[config.mk]
export PLATFORM = sky130hd
export DESIGN_NAME = reg_dump_reader_flat
export DESIGN_NICKNAME = d
export VERILOG_FILES = /design/src/rtl/reg_dump_reader_pkg.sv /design/src/rtl/reg_dump_reader_if.sv /design/src/rtl/reg_dump_reader.sv /design/src/flat_wrapper.sv
export SDC_FILE = /design/constraint.sdc
export NUM_CORES = 1
export LEC_CHECK = 0
export CORE_MARGIN = 1
export CORE_UTILIZATION = 43
export CTS_CLUSTER_SIZE = 28
export DETAILED_ROUTE_END_ITERATION = 16
export PLACE_DENSITY_LB_ADDON = 0.05
export SLEW_MARGIN = 20
export SYNTH_ARGS = -nofsm -noshare
export SYNTH_HDL_FRONTEND = slang
export SYNTH_SLANG_ARGS = --single-unit
[constraint.sdc]
create_clock -name clk -period 2.2 [get_ports clk]
set_input_delay 0.22 -clock clk [delete_from_list [all_inputs] [get_ports clk]]
set_output_delay 0.22 -clock clk [all_outputs]
set_load 0.005 [all_outputs]
[src/rtl/reg_dump_reader_pkg.sv]
// Shared definitions for the register-file dump reader: default widths
// (kept in step with the CPU register file) and the FSM state encoding.
// Latency/backpressure: n/a (types and constants only).
package reg_dump_reader_pkg;

  // Defaults match the register file this block reads from.
  localparam int DATA_WIDTH_DEF = 32;
  localparam int ADDR_WIDTH_DEF = 5;

  typedef enum logic [1:0] {
    ST_IDLE = 2'd0,
    ST_READ = 2'd1,
    ST_HOLD = 2'd2,
    ST_DONE = 2'd3
  } state_t;

endpackage : reg_dump_reader_pkg

[src/rtl/reg_dump_reader_if.sv]
// Output stream of (register index, register value) pairs with a last marker.
// Latency: none (wires only).
// Backpressure: plain valid/ready; a word moves when out_valid && out_ready.
// Ports: master drives out_valid/out_addr/out_data/out_last and samples
//        out_ready; slave is the mirror image.
interface reg_dump_reader_if #(
  parameter int DATA_WIDTH = reg_dump_reader_pkg::DATA_WIDTH_DEF,
  parameter int ADDR_WIDTH = reg_dump_reader_pkg::ADDR_WIDTH_DEF
);

  logic                  out_valid;
  logic                  out_ready;
  logic [ADDR_WIDTH-1:0] out_addr;
  logic [DATA_WIDTH-1:0] out_data;
  logic                  out_last;

  modport master (
    output out_valid,
    input  out_ready,
    output out_addr,
    output out_data,
    output out_last
  );

  modport slave (
    input  out_valid,
    output out_ready,
    input  out_addr,
    input  out_data,
    input  out_last
  );

endinterface : reg_dump_reader_if

[src/rtl/reg_dump_reader.sv]
// Walks a window of register-file entries and streams (index, value) pairs.
// Latency: first word valid 2 cycles after start; at most one word per 2 cycles.
// Backpressure: a word is held stable until out_ready; abort drops it.
// Ports: clk, reset (async active-low), start/start_addr/count/abort control,
//        rf_addr/rf_data combinational read port, busy/done status, dump stream.
module reg_dump_reader
  import reg_dump_reader_pkg::*;
#(
  parameter int DATA_WIDTH = DATA_WIDTH_DEF,
  parameter int ADDR_WIDTH = ADDR_WIDTH_DEF
) (
  input  logic                  clk,
  input  logic                  reset,
  input  logic                  start,
  input  logic [ADDR_WIDTH-1:0] start_addr,
  input  logic [ADDR_WIDTH:0]   count,
  input  logic                  abort,
  output logic [ADDR_WIDTH-1:0] rf_addr,
  input  logic [DATA_WIDTH-1:0] rf_data,
  output logic                  busy,
  output logic                  done,
  reg_dump_reader_if.master     dump
);

  localparam logic [ADDR_WIDTH:0]   REM_ONE  = (ADDR_WIDTH+1)'(1);
  // count==0 encodes a full sweep of 2**ADDR_WIDTH registers.
  localparam logic [ADDR_WIDTH:0]   REM_FULL = {1'b1, {ADDR_WIDTH{1'b0}}};
  localparam logic [ADDR_WIDTH-1:0] ADDR_ONE = ADDR_WIDTH'(1);

  state_t                state_q, state_d;
  logic [ADDR_WIDTH-1:0] addr_q;
  logic [ADDR_WIDTH:0]   remaining_q;
  logic                  out_valid_q;
  logic [ADDR_WIDTH-1:0] out_addr_q;
  logic [DATA_WIDTH-1:0] out_data_q;
  logic                  out_last_q;
  logic                  last_word;

  assign last_word = (remaining_q == REM_ONE);

  // addr_q only moves on the edge that enters READ, so driving the read port
  // straight from it keeps rf_addr steady through IDLE/HOLD/DONE.
  assign rf_addr = addr_q;

  assign dump.out_valid = out_valid_q;
  assign dump.out_addr  = out_addr_q;
  assign dump.out_data  = out_data_q;
  assign dump.out_last  = out_last_q;

  always_ff @(posedge clk or negedge reset) begin
    if (!reset) begin
      state_q <= ST_IDLE;
    end else begin
      state_q <= state_d;
    end
  end

  always_comb begin
    state_d = state_q;
    busy    = 1'b1;
    done    = 1'b0;
    case (state_q)
      ST_IDLE: begin
        busy = 1'b0;
        if (start) begin
          state_d = ST_READ;
        end
      end
      ST_READ: begin
        state_d = abort ? ST_IDLE : ST_HOLD;
      end
      ST_HOLD: begin
        // abort wins even when the consumer is accepting this cycle.
        if (abort) begin
          state_d = ST_IDLE;
        end else if (dump.out_ready) begin
          state_d = last_word ? ST_DONE : ST_READ;
        end
      end
      ST_DONE: begin
        done    = 1'b1;
        state_d = ST_IDLE;
      end
      default: begin
        state_d = ST_IDLE;
      end
    endcase
  end

  always_ff @(posedge clk or negedge reset) begin
    if (!reset) begin
      addr_q      <= '0;
      remaining_q <= '0;
      out_valid_q <= 1'b0;
      out_addr_q  <= '0;
      out_data_q  <= '0;
      out_last_q  <= 1'b0;
    end else begin
      case (state_q)
        ST_IDLE: begin
          if (start) begin
            addr_q      <= start_addr;
            remaining_q <= (count == '0) ? REM_FULL : count;
          end
        end
        ST_READ: begin
          // Same-edge writeback to rf_addr is not forwarded: the pre-write
          // value is what gets captured.
          if (!abort) begin
            out_data_q  <= rf_data;
            out_addr_q  <= addr_q;
            out_last_q  <= last_word;
            out_valid_q <= 1'b1;
          end
        end
        ST_HOLD: begin
          if (abort) begin
            out_valid_q <= 1'b0;
          end else if (dump.out_ready) begin
            out_valid_q <= 1'b0;
            if (!last_word) begin
              addr_q      <= addr_q + ADDR_ONE;
              remaining_q <= remaining_q - REM_ONE;
            end
          end
        end
        default: begin
        end
      endcase
    end
  end

endmodule : reg_dump_reader
[src/flat_wrapper.sv]
// flat-port wrapper written by rule: the top's interface ports become plain ports
module reg_dump_reader_flat import reg_dump_reader_pkg::*;
#(
  parameter int DATA_WIDTH = DATA_WIDTH_DEF,
  parameter int ADDR_WIDTH = ADDR_WIDTH_DEF
)
  (clk, reset, start, start_addr, count, abort, rf_addr, rf_data, busy, done, dump_out_valid, dump_out_ready, dump_out_addr, dump_out_data, dump_out_last);
  reg_dump_reader_if #(.DATA_WIDTH(DATA_WIDTH), .ADDR_WIDTH(ADDR_WIDTH)) dump_i ();
  input  logic clk;
  input  logic reset;
  input  logic start;
  input  logic [ADDR_WIDTH-1:0] start_addr;
  input  logic [ADDR_WIDTH:0] count;
  input  logic abort;
  output logic [ADDR_WIDTH-1:0] rf_addr;
  input  logic [DATA_WIDTH-1:0] rf_data;
  output logic busy;
  output logic done;
  output wire logic [$bits(dump_i.out_valid)-1:0] dump_out_valid;
  input wire logic [$bits(dump_i.out_ready)-1:0] dump_out_ready;
  output wire logic [$bits(dump_i.out_addr)-1:0] dump_out_addr;
  output wire logic [$bits(dump_i.out_data)-1:0] dump_out_data;
  output wire logic [$bits(dump_i.out_last)-1:0] dump_out_last;
  assign dump_out_valid = dump_i.out_valid;
  assign dump_i.out_ready = dump_out_ready;
  assign dump_out_addr = dump_i.out_addr;
  assign dump_out_data = dump_i.out_data;
  assign dump_out_last = dump_i.out_last;
  reg_dump_reader #(.DATA_WIDTH(DATA_WIDTH), .ADDR_WIDTH(ADDR_WIDTH)) u_core (.clk(clk), .reset(reset), .start(start), .start_addr(start_addr), .count(count), .abort(abort), .rf_addr(rf_addr), .rf_data(rf_data), .busy(busy), .done(done), .dump(dump_i));
endmodule
# == Word-level counts from Yosys, hierarchy flattened ==
# Index checks and enable logic that the tools add are counted.
# totals
register_bits,52
output_inout_bits,46
word_cells,51
# classes
n_mux,23
reduce_logical,8
bitwise_logic,1
eq_ne,10
add_sub_neg,2
# ops
op,n
$mux W6,5
$mux W5,4
$pmux W6 S2,1
$mux W2,5
$ne A2 B2 Y1 const B,5
$pmux W5 S2,1
$pmux W2 S4,1
$eq A6 B1 Y1 const B,1
$logic_not A6 Y1,1
$sub A6 B1 Y6 const B,1
$add A5 B1 Y5 const B,1
$mux W1,5
$reduce_and A5 Y1,1
$eq A2 B2 Y1 const B,2
$reduce_and A2 Y1,2
$reduce_bool A2 Y1,2
$ne A3 B3 Y1 const B,1
$reduce_and A3 Y1,1
$eq A2 B1 Y1 const B,1
$logic_not A2 Y1,1
$pmux W1 S2,1
$not A1 Y1,1

# == Depth between registers and ports, before layout ==
# depth
depth_word,5
depth_mapped,7
ltp_nobuf,6

# == Worst setup path before layout ==
# No wires, ideal clock.
# synth_timing
path_kind,register to register
startpoint,reg u_core.remaining_q[0]
endpoint,reg u_core.remaining_q[4]
n_path_buf,1
t_required_ps,2079
t_arrival_ps,1463
synth_period_minus_slack_ps,1584
setup_slack_ps,616
path_stages_with_launch,7
path_cell_list,dfrtp_1 -> ha_1 -> nor3b_2 -> a221oi_4 -> buf_6 -> nand2_1 -> a22o_1
# synth_between
elab_chain_cells,5
word_cells_on_any_way,8
cone_classes,add/sub (1); eq/ne (2); mux (4); reduce/logical (1)
# synth_lines
item,line_no,rtl
from (decl),reg_dump_reader.sv:32,logic [ADDR_WIDTH:0] remaining_q;
from (signal assigned),reg_dump_reader.sv:103,remaining_q <= (count == '0) ? REM_FULL : count;
from (signal assigned),reg_dump_reader.sv:123,remaining_q <= remaining_q - REM_ONE;
$sub A6 B1 Y6,reg_dump_reader.sv:123,
$mux W6,reg_dump_reader.sv:121,if (!last_word) begin
$mux W6,reg_dump_reader.sv:119,end else if (dump.out_ready) begin
$mux W6,reg_dump_reader.sv:117,if (abort) begin
$pmux W6 S2,reg_dump_reader.sv:99,case (state_q)
# Parallel ways exist; a longest one is shown, timed or not. The select of a mux whose other input is x is not followed.
# A chain may end at the register's enable or synchronous reset.

# == Final worst setup path ==
# layout_timing
startpoint,reg u_core.state_q[1]
endpoint,reg u_core.remaining_q[4]
# layout_between
elab_chain_cells,3
word_cells_on_any_way,9
cone_classes,eq/ne (5); mux (1); reduce/logical (3)
# layout_lines
item,line_no,rtl
from (decl),reg_dump_reader.sv:30,"state_t state_q, state_d;"
from (signal assigned),reg_dump_reader.sv:54,state_q <= state_d;
$eq A2 B2 Y1 / $logic_not A2 Y1 (equally long branches),reg_dump_reader.sv:99,
$ne A2 B2 Y1 (no source line) / $reduce_bool A2 Y1 (equally long branches),n/a,
$reduce_and A5 Y1 (no source line),n/a,
# Parallel ways exist; a longest one is shown, timed or not.

==> reports/results.md <==
### Run status
• **outcome** finished, final reports clean

### Timing
• **worst slew pin tran** 0.582 ns
• **final setup fails** 0
• **maximum clock frequency** 534 MHz
• **remaining max-slew budget at the tightest pin** 61.2%
• **Fin. Hold Viols** 0
• **max-slew violation total from the final report** 0
• **Fin Clk Skew** 0.00749 ns
• **Min Clock Period, post-route** 1.87 ns
• **share of the clock period used by the worst path after layout** 85.1%
• **RSZ-0062 raised after global routing** false
• **summed negative setup slack over all endpoints** 0 ns

### Layout
• **area occupied by multi-input gates** 995 sq um
• **share of cells above drive strength 1** 20.5%
• **most common cell after layout, fill and taps aside** sky130_fd_sc_hd__clkdlybuf4s50_1
• **# nets final** 342
• **diode count** 0
• **post-route non-filler standard cell count** 362
• **register area** 1300 sq um
• **Area Growth Syn to Fin** 49.0%
• **Filler cells** 439
• **leading cell types in the layout, fill and taps excluded** sky130_fd_sc_hd__clkdlybuf4s50_1 (92), sky130_fd_sc_hd__dfrtp_1 (52), sky130_fd_sc_hd__mux2_2 (37)

### Power and ir drop
• **cell leakage power** 1.44 nW
• **PwrDens** 1010 nW/um^2
• **worst vdd ir** 0.526 mV

### CTS
• **buffer type at the clock tree root** sky130_fd_sc_hd__clkbuf_8
• **clock latency of the later-clocked register in the worst-skew pair** 0.31 ns
• **number of sinks driven by the clock tree** 52
• **clock buffer count from CTS** 5
• **Post-CTS Hold Buffers** 1
• **Max Buffers Root-to-Sink** 2
• **post-CTS setup buffers** 0
• **CTS tree** yes
• **CTS clk-pin slew, worst paths** 0.10 ns
• **Max H-tree Level** 2
• **Gates resized, CTS repair** 0

### Logic synthesis
• **Avg Cell Area, Syn** 12.3 sq um
• **number of cells produced by synthesis** 192
• **number of nets produced by synthesis** 243
• **Synth top area share** 54.9%
• **post-synthesis cell type count** 37
• **commonest register cell after synthesis** sky130_fd_sc_hd__dfrtp_1
• **number of flip-flops and latches in the synthesized netlist** 52
• **share of synthesized area occupied by flip-flops and latches** 54.9%
• **async set-or-reset flop fraction in the synthesized netlist** 100%
• **number of warning messages in the yosys log** 0
• **Post-synth EDFFs** 0
• **Yosys top cell by area** sky130_fd_sc_hd__dfrtp_1
• **largest cells by area after synthesis** sky130_fd_sc_hd__dfrtp_1 (55%), sky130_fd_sc_hd__mux2_2 (18%), sky130_fd_sc_hd__nand2b_1 (2.1%), sky130_fd_sc_hd__nand2_1 (1.7%), sky130_fd_sc_hd__nor2_1 (1.7%)
• **post-synthesis instance area** 2370 sq um

### Worst setup path
• **crit-path max FO** 13
• **slowest stage cell, crit path** sky130_fd_sc_hd__a221oi_4
• **Worst Path Buf+Inv** 0
• **crit end category** flop
• **worst setup path class** flop to flop
• **Critical Path Stages** 4
• **chain of cells forming the critical path** nand2b_1, a221oi_4, nand2_1, a22o_1
• **worst endpoint required time** 2.40 ns
• **register-to-register setup slack** 0.33 ns
• **Worst path top cell family by delay** compound AO/OA/AOI/OAI gates
• **length in cells of the worst reg-to-reg path** 4
• **stage delay of the slowest cell on the critical path** 0.60 ns
• **CP Data Arrival Time** 2.07 ns
• **startpoint class of the critical path** flop

### GRT
• **number of global-route vias before repair** 1,935
• **total global routing overflow** 0
• **global-route wire length before repair** 9310 um
• **antenna violations before repair** 0
• **pin count of the biggest net entering global routing** 32
• **overall routing resource usage** 20.3%

### Placed design
• **instance count after placement with tap cells included** 353
• **half-perimeter wire length after detailed placement** 4070 um
• **final weighted congestion in routability-driven placement** 0.869
• **Port-buffer cells** 93

### Detailed routing
• **routed wirelength normalized by instance count** 15.2 um
• **vias after detailed routing** 1,877
• **vias per inst** 5.19
• **DRC violations left** 0
• **remaining antenna violation count after routing** 0
• **Initial DRT Pass Iterations** 4
• **Detailed Route Iter0 Violations** 101
• **wire length after detailed routing** 5510 um

### Job
• **count of maximum capacitance violations** 0

### Floorplanning
• **overall die area** 5810 sq um
• **Initial Util** 45.6%
• **x dimension of the die** 76.3 um
• **boundary pin count** 94
• **total core area** 5200 sq um
• **total number of placement rows** 26
• **Die Ht** 76.3 um

### Min path
• **Tightest Hold Check Type** input pin to asynchronous set/reset pin

## cell type report
type | instances | share of cell area [%]
sequential | 52 | 36.8
timing repair buffer | 101 | 28.3
multi-input combinational | 124 | 28.2
tap | 70 | 2.48
clock buffer | 6 | 2.34
clock inverter | 2 | 1.10
inverter | 7 | 0.744
## sequential cells by signal, summed over array words and instances, names as in the netlist
register and flops:
u_core.remaining_q 6, u_core.dump.out_last 1, u_core.state_q 2, u_core.dump.out_addr 5, u_core.rf_addr 5, u_core.dump.out_valid 1
u_core.dump.out_data 32
## metrics by stage
stage / total power [mW] / util [%] / area [sq um] / hold WS, ns / worst slack, ns
floorplan: 2.05 / - / 2370 / -0.0756 / 0.616
global placement: 2.86 / 65.3 / 3400 / 0.122 / 0.268
detailed placement: 2.90 / 65.3 / 3400 / 0.120 / 0.254
CTS: 3.61 / 67.9 / 3530 / 0.326 / 0.321
global route: 3.79 / 67.9 / 3530 / 0.335 / 0.150
finish: 3.56 / 67.9 / 3530 / 0.326 / 0.327
## path summary, 6_finish.rpt
check                                         start                        to
max                               u_core.state_q[1]     u_core.remaining_q[4]
min                                           reset         u_core.rf_addr[1]
max reg2reg                       u_core.state_q[1]     u_core.remaining_q[4]
min reg2reg                u_core.dump.out_data[13]  u_core.dump.out_data[13]
max in group asynchronous                     reset     u_core.dump.out_valid
min in group clk                      start_addr[1]         u_core.rf_addr[1]
## cell families (layout without fill, tap and decap cells)
group                    count (synthesis)  count (layout)  synth area share (%)
AND/OR/NAND/NOR                         46              46                  10.7
multiplexers                            37              37                  17.6
adder cells (fa/ha/maj)                  3               3                  1.58
AO/OA/AOI/OAI                           38              38                  11.8
flip-flops                              52              52                  54.9
buffers and inverters                   16             116                  3.48
## power breakdown
group | internal [mW] | leakage [nW] | switching, mW
clock network | 0.372 | 0.0614 | 0.321
registers | 1.29 | 0.613 | 0.243
logic | 0.907 | 0.769 | 0.430
## metal layers
metal	share of wire [%]	GRT usage (%)
met1	43	26.2
met2	48	32.8
met3	7.4	5.75
met4	1.8	7.12
met5	0	0
## synthesized netlist by cell type, types with 2 or more instances
library cell	n
sky130_fd_sc_hd__nor3b_1	2
sky130_fd_sc_hd__a21oi_1	7
sky130_fd_sc_hd__nand3_1	3
sky130_fd_sc_hd__o21ai_0	8
sky130_fd_sc_hd__nor3b_2	2
sky130_fd_sc_hd__buf_6	2
sky130_fd_sc_hd__a22o_1	2
sky130_fd_sc_hd__ha_1	3
sky130_fd_sc_hd__inv_1	7
sky130_fd_sc_hd__a22oi_1	4
sky130_fd_sc_hd__a21boi_0	2
sky130_fd_sc_hd__o31ai_1	2
sky130_fd_sc_hd__dfrtp_1	52
sky130_fd_sc_hd__a211oi_1	2
sky130_fd_sc_hd__nand2b_1	8
sky130_fd_sc_hd__nor2_1	11
sky130_fd_sc_hd__nor3_1	3
sky130_fd_sc_hd__mux2_2	37
sky130_fd_sc_hd__nand2_1	11
sky130_fd_sc_hd__buf_2	6
sky130_fd_sc_hd__a31oi_1	2
## worst register-to-register path: cells and delay by family (launching register included)
family           cells  cell delay [ns]
AO/OA/AOI/OAI        2             0.85
flip-flops           1             0.53
AND/OR/NAND/NOR      2             0.40
No activity file was read; power rests on OpenSTA's default activity.
